**src/rtl/seq_pipe_add3_collect_if.sv**
```systemverilog
// Handshake bundle for the three-operand collector: a serial operand stream
// in (val/rdy + last) and a registered operand triple out (val/rdy + count).
// master = the side that feeds operands and consumes groups; slave = collector.
interface seq_pipe_add3_collect_if #(
    parameter int NBITS = 8
);
    logic             in_val;
    logic             in_rdy;
    logic [NBITS-1:0] in_msg;
    logic             in_last;
    logic             out_val;
    logic             out_rdy;
    logic [NBITS-1:0] out0;
    logic [NBITS-1:0] out1;
    logic [NBITS-1:0] out2;
    logic [1:0]       out_count;

    modport master (
        output in_val, in_msg, in_last, out_rdy,
        input  in_rdy, out_val, out0, out1, out2, out_count
    );

    modport slave (
        input  in_val, in_msg, in_last, out_rdy,
        output in_rdy, out_val, out0, out1, out2, out_count
    );
endinterface

```
**src/rtl/seq_pipe_add3_collect.sv**
```systemverilog
// Operand collector for the three-input adder pipeline. Packs a serial
// operand stream into triples; in_last closes a group early and the missing
// operands are zero so the downstream sum is unaffected. The output triple is
// registered and is replaced in the same cycle it drains, so back-to-back
// groups sustain one operand per cycle.
module seq_pipe_add3_collect #(
    parameter int NBITS = 8
) (
    input  logic                   clk,
    input  logic                   reset,
    seq_pipe_add3_collect_if.slave bus
);

    typedef enum logic [1:0] {
        IDLE  = 2'd0,
        HAVE1 = 2'd1,
        HAVE2 = 2'd2
    } state_t;

    state_t           state_q, state_d;
    logic [NBITS-1:0] op0_q, op0_d;
    logic [NBITS-1:0] op1_q, op1_d;
    logic [NBITS-1:0] out0_q, out0_d;
    logic [NBITS-1:0] out1_q, out1_d;
    logic [NBITS-1:0] out2_q, out2_d;
    logic [1:0]       count_q, count_d;
    logic             val_q, val_d;

    logic in_fire;
    logic out_fire;
    logic launch;

    // Ready depends only on the output slot and out_rdy, never on in_val.
    assign bus.in_rdy    = !val_q || bus.out_rdy;
    assign in_fire       = bus.in_val && bus.in_rdy;
    assign out_fire      = val_q && bus.out_rdy;

    assign bus.out_val   = val_q;
    assign bus.out0      = out0_q;
    assign bus.out1      = out1_q;
    assign bus.out2      = out2_q;
    assign bus.out_count = count_q;

    // Next-state: stage operands and launch a finished group into the output slot.
    always_comb begin
        // NOTE: every signal driven here gets a hold/default value first, so no
        // path through the case leaves one unassigned and no latch is inferred.
        state_d = state_q;
        op0_d   = op0_q;
        op1_d   = op1_q;
        out0_d  = out0_q;
        out1_d  = out1_q;
        out2_d  = out2_q;
        count_d = count_q;
        launch  = 1'b0;

        if (in_fire) begin
            case (state_q)
                IDLE: begin
                    op0_d = bus.in_msg;
                    if (bus.in_last) begin
                        launch  = 1'b1;
                        out0_d  = bus.in_msg;
                        out1_d  = '0;
                        out2_d  = '0;
                        count_d = 2'd1;
                    end else begin
                        state_d = HAVE1;
                    end
                end
                HAVE1: begin
                    op1_d = bus.in_msg;
                    if (bus.in_last) begin
                        launch  = 1'b1;
                        out0_d  = op0_q;
                        out1_d  = bus.in_msg;
                        out2_d  = '0;
                        count_d = 2'd2;
                        state_d = IDLE;
                    end else begin
                        state_d = HAVE2;
                    end
                end
                HAVE2: begin
                    // Third operand always closes the group; in_last is irrelevant.
                    launch  = 1'b1;
                    out0_d  = op0_q;
                    out1_d  = op1_q;
                    out2_d  = bus.in_msg;
                    count_d = 2'd3;
                    state_d = IDLE;
                end
                default: state_d = IDLE;
            endcase
        end

        // A launch wins over a drain so the slot stays full when both happen.
        val_d = val_q;
        if (launch) begin
            val_d = 1'b1;
        end else if (out_fire) begin
            val_d = 1'b0;
        end
    end

    // State, staging and output registers with synchronous reset.
    always_ff @(posedge clk) begin
        // NOTE: non-blocking assignments so every register samples the values
        // from before this edge, independent of statement order.
        if (reset) begin
            state_q <= IDLE;
            op0_q   <= '0;
            op1_q   <= '0;
            out0_q  <= '0;
            out1_q  <= '0;
            out2_q  <= '0;
            count_q <= '0;
            val_q   <= 1'b0;
        end else begin
            state_q <= state_d;
            op0_q   <= op0_d;
            op1_q   <= op1_d;
            out0_q  <= out0_d;
            out1_q  <= out1_d;
            out2_q  <= out2_d;
            count_q <= count_d;
            val_q   <= val_d;
        end
    end

endmodule

```
**src/flat_wrapper.sv**
```systemverilog
// flat-port wrapper written by rule: the top's interface ports become plain ports
module seq_pipe_add3_collect_flat 
#(
    parameter int NBITS = 8
)
  (clk, reset, bus_in_val, bus_in_msg, bus_in_last, bus_out_rdy, bus_in_rdy, bus_out_val, bus_out0, bus_out1, bus_out2, bus_out_count);
  seq_pipe_add3_collect_if #(.NBITS(NBITS)) bus_i ();
  input  logic clk;
  input  logic reset;
  input wire logic [$bits(bus_i.in_val)-1:0] bus_in_val;
  input wire logic [$bits(bus_i.in_msg)-1:0] bus_in_msg;
  input wire logic [$bits(bus_i.in_last)-1:0] bus_in_last;
  input wire logic [$bits(bus_i.out_rdy)-1:0] bus_out_rdy;
  output wire logic [$bits(bus_i.in_rdy)-1:0] bus_in_rdy;
  output wire logic [$bits(bus_i.out_val)-1:0] bus_out_val;
  output wire logic [$bits(bus_i.out0)-1:0] bus_out0;
  output wire logic [$bits(bus_i.out1)-1:0] bus_out1;
  output wire logic [$bits(bus_i.out2)-1:0] bus_out2;
  output wire logic [$bits(bus_i.out_count)-1:0] bus_out_count;
  assign bus_i.in_val = bus_in_val;
  assign bus_i.in_msg = bus_in_msg;
  assign bus_i.in_last = bus_in_last;
  assign bus_i.out_rdy = bus_out_rdy;
  assign bus_in_rdy = bus_i.in_rdy;
  assign bus_out_val = bus_i.out_val;
  assign bus_out0 = bus_i.out0;
  assign bus_out1 = bus_i.out1;
  assign bus_out2 = bus_i.out2;
  assign bus_out_count = bus_i.out_count;
  seq_pipe_add3_collect #(.NBITS(NBITS)) u_core (.clk(clk), .reset(reset), .bus(bus_i));
endmodule
```
**config.mk**
```make
export PLATFORM = sky130hd
export DESIGN_NAME = seq_pipe_add3_collect_flat
export DESIGN_NICKNAME = d
export VERILOG_FILES = /design/src/rtl/seq_pipe_add3_collect_if.sv /design/src/rtl/seq_pipe_add3_collect.sv /design/src/flat_wrapper.sv
export SDC_FILE = /design/constraint.sdc
export NUM_CORES = 1
export LEC_CHECK = 0
export CAP_MARGIN = 20
export CORE_MARGIN = 2
export CORE_UTILIZATION = 52
export DETAILED_ROUTE_END_ITERATION = 10
export PLACE_DENSITY = 0.79
export SYNTH_ARGS = -nofsm -noshare
export SYNTH_HDL_FRONTEND = slang
export SYNTH_SLANG_ARGS = --single-unit
```
**constraint.sdc**
```tcl
create_clock -name clk -period 2 [get_ports clk]
set_clock_uncertainty 0.15 [all_clocks]
set_input_delay 0.4 -clock clk [delete_from_list [all_inputs] [get_ports clk]]
set_output_delay 0.4 -clock clk [all_outputs]
set_load 0.005 [all_outputs]
```
=== Word level (Yosys, flattened, before mapping) ===
Index checks and enable logic that the tools add are counted.

* Flip-flop bits (word level): 45
* Logic and storage cells: 45
* Output and inout port bits: 28

* Mux-type cells: 17
* Equality and inequality tests: 6
* Reduce and logical (&&, ||, !) cells: 14

{| class="wikitable"
|+ Operator list
! kind !! number
|-
| 8-bit case mux with 3 select lines || 2
|-
| 8-bit two-way mux || 3
|-
| 8-bit case mux with 2 select lines || 1
|-
| 2-bit two-way mux || 4
|-
| 2-bit != test (second input constant) || 3
|-
| 2-bit case mux with 3 select lines || 1
|-
| 2-bit AND reduction || 3
|-
| 1-bit two-way mux || 4
|-
| 2-bit case mux with 2 select lines || 1
|-
| 4-bit AND reduction || 1
|-
| 2-bit nonzero test || 2
|-
| 3-bit AND reduction || 1
|-
| 3-bit nonzero test || 1
|-
| 2-bit by 1-bit == test with 1-bit output (second input constant) || 1
|-
| 2-bit == test (second input constant) || 1
|-
| 1-bit logical AND || 2
|-
| 2-bit logical NOT || 1
|-
| 2-bit by 1-bit != test with 1-bit output (second input constant) || 1
|-
| 1-bit case mux with 2 select lines || 1
|-
| 2-bit OR reduction || 1
|-
| 1-bit logical NOT || 1
|-
| 1-bit logical OR || 1
|}

=== Longest topological paths before layout ===
Gate-level depths: netlist (run 1).

* Word-level depth: 5
* Depth in mapped cells: 7

=== Worst setup path after synthesis (run 1) ===
Ideal clock, no wire load.

* Kind: flip-flop to flip-flop
* Start: reg u_core.state_q[0]
* End: reg u_core.out0_q[5], in the netlist u_core.bus.out0[5]
* Data arrival time: 1.522 ns
* Buffers on the path: 1
* Path slack: 0.207 ns
* Stages on the path, launching flop included: 7
* Path through: dfxtp_1 -> inv_1 -> ha_1 -> nor2_1 -> o2111ai_4 -> buf_6 -> mux2_4

* Cells in the longest elaborated chain, start to end: 3

{| class="wikitable"
|+ Ends and longest elaborated chain
! what !! line !! source
|-
| from (decl) || seq_pipe_add3_collect.sv:20 || <nowiki>state_t state_q, state_d;</nowiki>
|-
| from (signal assigned) || seq_pipe_add3_collect.sv:120 || <nowiki>state_q <= state_d;</nowiki>
|-
| 2-bit by 1-bit == test with 1-bit output, or another cell as far along || seq_pipe_add3_collect.sv:58 || <nowiki>case (state_q)</nowiki>
|-
| 2-bit != test (no source line) / 3-bit nonzero test (equally long branches) || - ||
|-
| 4-bit AND reduction (no source line) || - ||
|-
| to (signal assigned) || seq_pipe_add3_collect.sv:123 || <nowiki>out0_q <= out0_d;</nowiki>
|-
| to (decl) || seq_pipe_add3_collect.sv:23 || <nowiki>logic [NBITS-1:0] out0_q, out0_d;</nowiki>
|}

Several ways; a longest one is shown, not always the timed one.
A chain may end at the register's enable or synchronous reset.

=== Worst setup path after layout (run 1) ===
* Start: reg u_core.state_q[0]
* End: reg u_core.out1_q[3], in the netlist u_core.bus.out1[3]

* Cells in the longest elaborated chain, start to end: 3

{| class="wikitable"
|+ Ends and longest elaborated chain
! what !! line !! source
|-
| 2-bit by 1-bit == test with 1-bit output, or another cell as far along || seq_pipe_add3_collect.sv:58 ||
|-
| 2-bit != test (no source line) / 3-bit nonzero test (equally long branches) || - ||
|-
| 4-bit AND reduction (no source line) || - ||
|-
| to (signal assigned) || seq_pipe_add3_collect.sv:124 || <nowiki>out1_q <= out1_d;</nowiki>
|-
| to (decl) || seq_pipe_add3_collect.sv:24 || <nowiki>logic [NBITS-1:0] out1_q, out1_d;</nowiki>
|}

Several ways; a longest one is shown, not always the timed one.

==> results of run 1 <==
## flip-flops by register name, summed over array words and instances, names as in the netlist
signal and cells:
u_core.bus.out_val 1, u_core.op0_q 8, u_core.bus.out0 8, u_core.state_q 2, u_core.op1_q 8, u_core.bus.out1 8, u_core.bus.out2 8, u_core.bus.out_count 2
## path summary, 6_finish.rpt
kind                           from                  to  slack, ns  depth (start not counted)
setup / recovery  u_core.state_q[0]  u_core.bus.out1[3]       0.15                          7
hold / removal      u_core.op1_q[5]     u_core.op1_q[5]       0.33                          2
setup reg to reg  u_core.state_q[0]  u_core.bus.out1[3]       0.15                          7
hold reg to reg     u_core.op1_q[5]     u_core.op1_q[5]       0.33                          2
## cells by family (layout without fill, tap and decap cells)
kind of cell | after synthesis | after routing | share of synthesized area
multiplexers | 50 | 50 | 0.2327
buffers and inverters | 21 | 65 | 0.04474
flip-flops | 45 | 45 | 0.4027
AO/OA/AOI/OAI | 14 | 14 | 0.05984
adder cells (fa/ha/maj) | 5 | 5 | 0.02796
AND/OR/NAND/NOR | 88 | 88 | 0.2321
## layout by cell type, fill, tap and decap left out, drive strengths merged
master	instances
a21oi	1
a22o	8
and3	2
buf	15
clkbuf	7
clkdlybuf4s50	38
clkinv	1
dfxtp	45
dlygate4sd2	1
ha	5
inv	3
mux2	10
mux2i	40
nand2	9
nand2b	41
nand3	2
nand3b	8
nand4	1
nor2	10
nor2b	14
nor3b	1
o2111ai	1
o211a	1
o211ai	1
o31ai	2
## metrics by stage
step	setup TNS [ns]	hold slack, ns	util	cells
3_5_place_dp	-0.7053	0.3115	0.6836	309
6_report	0	0.3267	0.7095	317
5_1_grt	0	0.3476	0.7095	317
3_3_place_gp	-0.6198	0.3064	0.6836	309
2_1_floorplan	0	0.2984	-	223
4_1_cts	0	0.3287	0.7095	317
## critical path: cells and delay by family (launching register included)
| family | cells | cell delay [ns] |
|---|---|---|
| adder cells (fa/ha/maj) | 1 | 0.26 |
| AO/OA/AOI/OAI | 1 | 0.14 |
| multiplexers | 1 | 0.13 |
| AND/OR/NAND/NOR | 1 | 0.20 |
| flip-flops | 1 | 0.40 |
| buffers and inverters | 3 | 0.47 |
## layer usage
metal  track usage  wire, um  part of all wire
met1        0.2641      2112              0.50
met2        0.2810      1822              0.43
met3       0.05233       227             0.053
met4       0.07843        80             0.019
met5             0         0                 0
## area by class of cell
cell class	count	area, sq um	share of cell area
clock buffers	7	96.34	0.03346
well taps	50	62.56	0.02173
clock inverters	1	5.005	0.001738
repair buffers	54	561.8	0.1951
multi-input cells	157	1241	0.4311
inverters	3	11.26	0.003911
flip-flops and latches	45	900.9	0.3129
## where the power goes
part           switching (W)  leakage, nW  internal [W]  total (W)
Clock               0.000305       0.0542      0.000312   0.000617
Sequential         0.0000221        0.366      0.000938   0.000960
Combinational       0.000161        0.723      0.000212   0.000373
Total               0.000488         1.14       0.00146    0.00195
==> summary.txt, run 1 <==
Initial antenna violation count -> 0
Detailed Place HPWL -> 2.993 mm
Largest net degree at the start of global routing -> 34
Max Fclk -> 0.5401 GHz
Total global-route track usage -> 0.1911
Post-synth ARST share -> 0
Setup ws final -> 0.1485 ns
Max-slew violations -> 0
Gate Count Post-Synth -> 223
Clk sinks -> 45
Total power -> 0.001950 W
Min cycle time layout -> 1.851 ns
Die area -> 0.004843 sq mm
Post-Syn Nets -> 241
Area after DPL -> 0.002774 sq mm
Crit. End Element -> register
Hold Buf Count CTS -> 0
Vias in the first global route -> 1543
Critical-path cell list -> inv_1 > ha_1 > nor2_1 > o2111ai_4 > buf_12 > buf_4 > mux2i_1
Highest-delay cell along the critical path -> dfxtp_1
First-pass GRT wire length -> 7.403 mm
Largest cells by area after synthesis -> dfxtp_1 40%, mux2i_1 18%, nand2b_1 11%, mux2_2 4.0%, nor2b_1 3.9%
CP required -> 2.04 ns
Top FF cell, synth -> dfxtp_1
Wire per inst -> 13.38 um
Tcrit/Tclk final -> 0.9257
Worst Path Arrival -> 1.89 ns
Post-synth EDFFs -> 0
Final hold violations -> 0
Post-DRT Antenna Nets -> 0
Total wire length -> 4.243 mm
Gr ovfl total -> 0
Area grow syn2layout -> 28.69%
Clock Latency Late Sink -> 0.30 ns
Share of layout cells above drive strength 1 -> 0.1348
Yosys reg bits -> 45
Initial Utilization -> 0.5513
RSZ-0062 raised after global routing -> false
Crit-path max cell delay -> 0.40 ns
Final setup violation count -> 0
Via density -> 5.057
Area leader, netlist -> dfxtp_1
Min-delay worst type -> register to register
Nets -> 284
Chip Width -> 69.59 um
CP Class -> register to register
Yosys top cell area share -> 0.4027
Residual DRC -> 0
CTS root buffer -> clkbuf_8
Number of I/O pins -> 41
Status -> finished clean
Clk pin slew, worst setup/hold paths -> 0.08 ns
Ys Warns -> 0
Synth cell types -> 27
Crit-path max FO -> 11
P_leak -> 1.143 nW
Final Cell Area -> 0.002879 sq mm
Relative slew slack -> 0.6771
DR vias -> 1603
DR iter-0 viols -> 94
Worst Tran Pin Value -> 0.4844 ns
Resized Gates After CTS -> 2
First drt pass iteration count -> 4
Post-Syn Area per Cell -> 10.03 sq um
H-tree level count -> 2
N_diodes -> 0
GP Congestion -> 0.8336
Port Buffers -> 40
CORE AREA -> 0.004058 sq mm
CTS Buf Count -> 5
Post-synth top cells -> 45 x dfxtp_1, 40 x mux2i_1, 40 x nand2b_1
Post-Syn Area -> 0.002237 sq mm
VDD IR-drop max -> 0.4130 mV
Rows -> 23
Post-CTS Setup Inserts -> 0
Pwr/cell area -> 677.3 mW/mm^2
Layout fillers -> 310
Clock Tree Buf Depth -> 2
Critical path launch point type -> register
Setup WS pre-CTS -> -0.09122 ns
CTS tree -> done
Most numerous cell in the Yosys netlist -> dfxtp_1
Max cap viols -> 0
Sequential area share after synthesis -> 0.4027
DIE HEIGHT -> 69.59 um
Note: power is estimated with default switching activity, not from simulation.
==> inputs of run 2 (changes only) <==
--- a/config.mk
+++ b/config.mk
@@ -6,8 +6,10 @@
 export NUM_CORES = 1
 export LEC_CHECK = 0
 export CAP_MARGIN = 20
+export CELL_PAD_IN_SITES_DETAIL_PLACEMENT = 0
+export CELL_PAD_IN_SITES_GLOBAL_PLACEMENT = 1
 export CORE_MARGIN = 2
-export CORE_UTILIZATION = 52
+export CORE_UTILIZATION = 40
 export DETAILED_ROUTE_END_ITERATION = 10
 export PLACE_DENSITY = 0.79
 export SYNTH_ARGS = -nofsm -noshare
==> run 2 against run 1 <==
Die area increased by 28%. Core utilization fell by 18 points. Register-to-register slack about the same. Combinational power hardly changed. Setup slack better by 0.0012 ns. Worst hold slack worse by 0.0024 ns. Clock power increased by 8.4%. Total power up 2.5%.
==> summary.txt, run 2 (same netlist as run 1, synthesis figures left out) <==
Status -> finished clean (unchanged)
Largest net degree at the start of global routing -> 41 (was 34)
CP Buf/Inv Count -> 2 (was 3)
VDD IR-drop max -> 0.3705 mV (was 0.4130 mV)
Total global-route track usage -> 0.1525 (was 0.1911)
Initial Utilization -> 0.4113 (was 0.5513)
Most frequent cells in the layout -> 45 x dfxtp_1, 40 x nand2b_1, 40 x mux2i_1 (unchanged)
Final setup violation count -> 0 (unchanged)
Final hold violations -> 0 (unchanged)
FF+latch area -> 900.9 sq um (unchanged)
Share of layout cells above drive strength 1 -> 0.1444 (was 0.1348)
GP Congestion -> 0.7983 (was 0.8336)
Pwr/cell area -> 689.1 mW/mm^2 (was 677.3 mW/mm^2)
RSZ-0062 raised after global routing -> false (unchanged)
Vias in the first global route -> 1533 (was 1543)
Most common cell after layout, fill and taps aside -> dfxtp_1 (unchanged)
Residual DRC -> 0 (unchanged)
Via density -> 4.816 (was 5.057)
Max-slew violations -> 0 (unchanged)
N_diodes -> 0 (unchanged)
Min-delay worst type -> register to register (unchanged)
Tcrit/Tclk final -> 0.9251 (was 0.9257)
Clk pin slew, worst setup/hold paths -> 0.08 ns (about the same)
Crit-path max cell delay -> 0.42 ns (was 0.40 ns)
Placed cell count -> 335 (was 309)
Chip Width -> 78.79 um (was 69.59 um)
Hold EP -> u_core.bus.out2[5] (was u_core.op1_q[5])
DIE HEIGHT -> 78.79 um (was 69.59 um)
H-tree level count -> 2 (unchanged)
Die area -> 0.006207 sq mm (was 0.004843 sq mm)
Nets -> 288 (was 284)
Gr ovfl total -> 0 (unchanged)
Crit. End Element -> register (unchanged)
Worst Tran Pin Value -> 0.4984 ns (was 0.4844 ns)
Min cycle time layout -> 1.850 ns (was 1.851 ns)
Worst reg-to-reg path cell count -> 6 (was 7)
Area grow syn2layout -> 29.70% (was 28.69%)
Top routing layer used -> met4 (unchanged)
CTS root buffer -> clkbuf_8 (unchanged)
CP Class -> register to register (unchanged)
P_leak -> 1.151 nW (was 1.143 nW)
Worst hold slack -> 0.3243 ns (was 0.3267 ns)
Clock Latency Late Sink -> 0.30 ns (about the same)
Footprint of the multi-input gates -> 0.001241 sq mm (unchanged)
CORE AREA -> 0.005439 sq mm (was 0.004058 sq mm)
Met2 routed WL -> 1.952 mm (was 1.822 mm)
Clock Tree Buf Depth -> 2 (unchanged)
Wire per inst -> 13.00 um (was 13.38 um)
FF-to-FF End -> u_core.bus.out0[2] (was u_core.bus.out1[3])
CTS tree -> done (unchanged)
Post-CTS Setup Inserts -> 0 (unchanged)
Clk sinks -> 45 (unchanged)
Hold depth -> 2 (unchanged)
Max Fclk -> 0.5405 GHz (was 0.5401 GHz)
Met3 WL -> 225 um (was 227 um)
Crit-path leading delay family -> multiplexers (was buffers and inverters)
DR vias -> 1647 (was 1603)
First-pass GRT wire length -> 7.383 mm (was 7.403 mm)
Port Buffers -> 40 (unchanged)
Number of I/O pins -> 41 (unchanged)
Resized Gates After CTS -> 2 (unchanged)
Reg2Reg Setup Slack -> 0.15 ns (about the same)
DR iter-0 viols -> 97 (was 94)
Rows -> 27 (was 23)
Initial antenna violation count -> 0 (unchanged)
CTS Buf Count -> 5 (unchanged)
Wire length on met1 -> 2.215 mm (was 2.112 mm)
Crit-path max FO -> 5 (was 11)
Max cap viols -> 0 (unchanged)
Worst Path Arrival -> 1.89 ns (about the same)
Critical path launch point type -> register (unchanged)
Total wire length -> 4.446 mm (was 4.243 mm)
Relative slew slack -> 0.6678 (was 0.6771)
Post-DRT Antenna Nets -> 0 (unchanged)
Worst R2R Start -> u_core.state_q[1] (was u_core.state_q[0])
First drt pass iteration count -> 4 (unchanged)
Critical-path cell list -> inv_1 > ha_1 > buf_4 > mux2i_1 > nor2_1 > mux2_2 (was inv_1 > ha_1 > nor2_1 > o2111ai_4 > buf_12 > buf_4 > mux2i_1)
Post-Layout Cell Count -> 342 (was 317)
Detailed Place HPWL -> 3.082 mm (was 2.993 mm)
Highest-delay cell along the critical path -> ha_1 (was dfxtp_1)
Hold Buf Count CTS -> 0 (unchanged)
CP required -> 2.04 ns (about the same)
Layout fillers -> 518 (was 310)
Hold_sp -> u_core.bus.out2[5] (was u_core.op1_q[5])
-- run 2: worst max-delay path by stage --
stage                       from                  to  cells past startpoint
4_1_cts        u_core.state_q[1]  u_core.bus.out0[2]                      6
5_1_grt        u_core.state_q[0]  u_core.bus.out0[2]                      6
3_5_place_dp         bus_out_rdy     u_core.op1_q[7]                      5
3_3_place_gp         bus_out_rdy          bus_in_rdy                      3
2_1_floorplan  u_core.state_q[0]  u_core.bus.out0[5]                      6
6_report       u_core.state_q[1]  u_core.bus.out0[2]                      6
-- run 2: layout make-up --
type | count | share of cell area
multi-input cells | 157 | 0.4278
flip-flops and latches | 45 | 0.3105
repair buffers | 58 | 0.1910
well taps | 72 | 0.03105
clock buffers | 5 | 0.02372
clock inverters | 2 | 0.01207
inverters | 3 | 0.003881
-- run 2: report_power, final --
group | switching (W) | internal [W]
clock | 0.000305 | 0.000363
combinational | 0.000163 | 0.000210
sequential | 0.0000195 | 0.000938
-- run 2: through the flow --
step | cell area (sq um) | worst slack [ns] | TNS [ns] | total power, W | utilization
finish | 2902 | 0.1497 | 0 | 0.001999 | 0.5335
global route | 2902 | 0.04239 | 0 | 0.002093 | 0.5335
CTS | 2902 | 0.1361 | 0 | 0.002019 | 0.5335
detailed placement | 2794 | -0.1055 | -0.7905 | 0.001353 | 0.5137
global placement | 2794 | -0.07288 | -0.6337 | 0.001352 | 0.5137
floorplan | 2237 | 0.2070 | 0 | 0.001204 | -
-- run 2: worst register-to-register path, cell delays in order (launching register included) --
cell and delay, ns:
dfxtp_1 0.33, inv_1 0.09, ha_1 0.42, buf_4 0.18, mux2i_1 0.26, nor2_1 0.06, mux2_2 0.26
-- run 2: per-layer routing --
metal,GRT usage,vias up
met4,0.04737,0
met5,0,-
met2,0.2282,39
li1,-,847
met1,0.2148,755
met3,0.03864,6
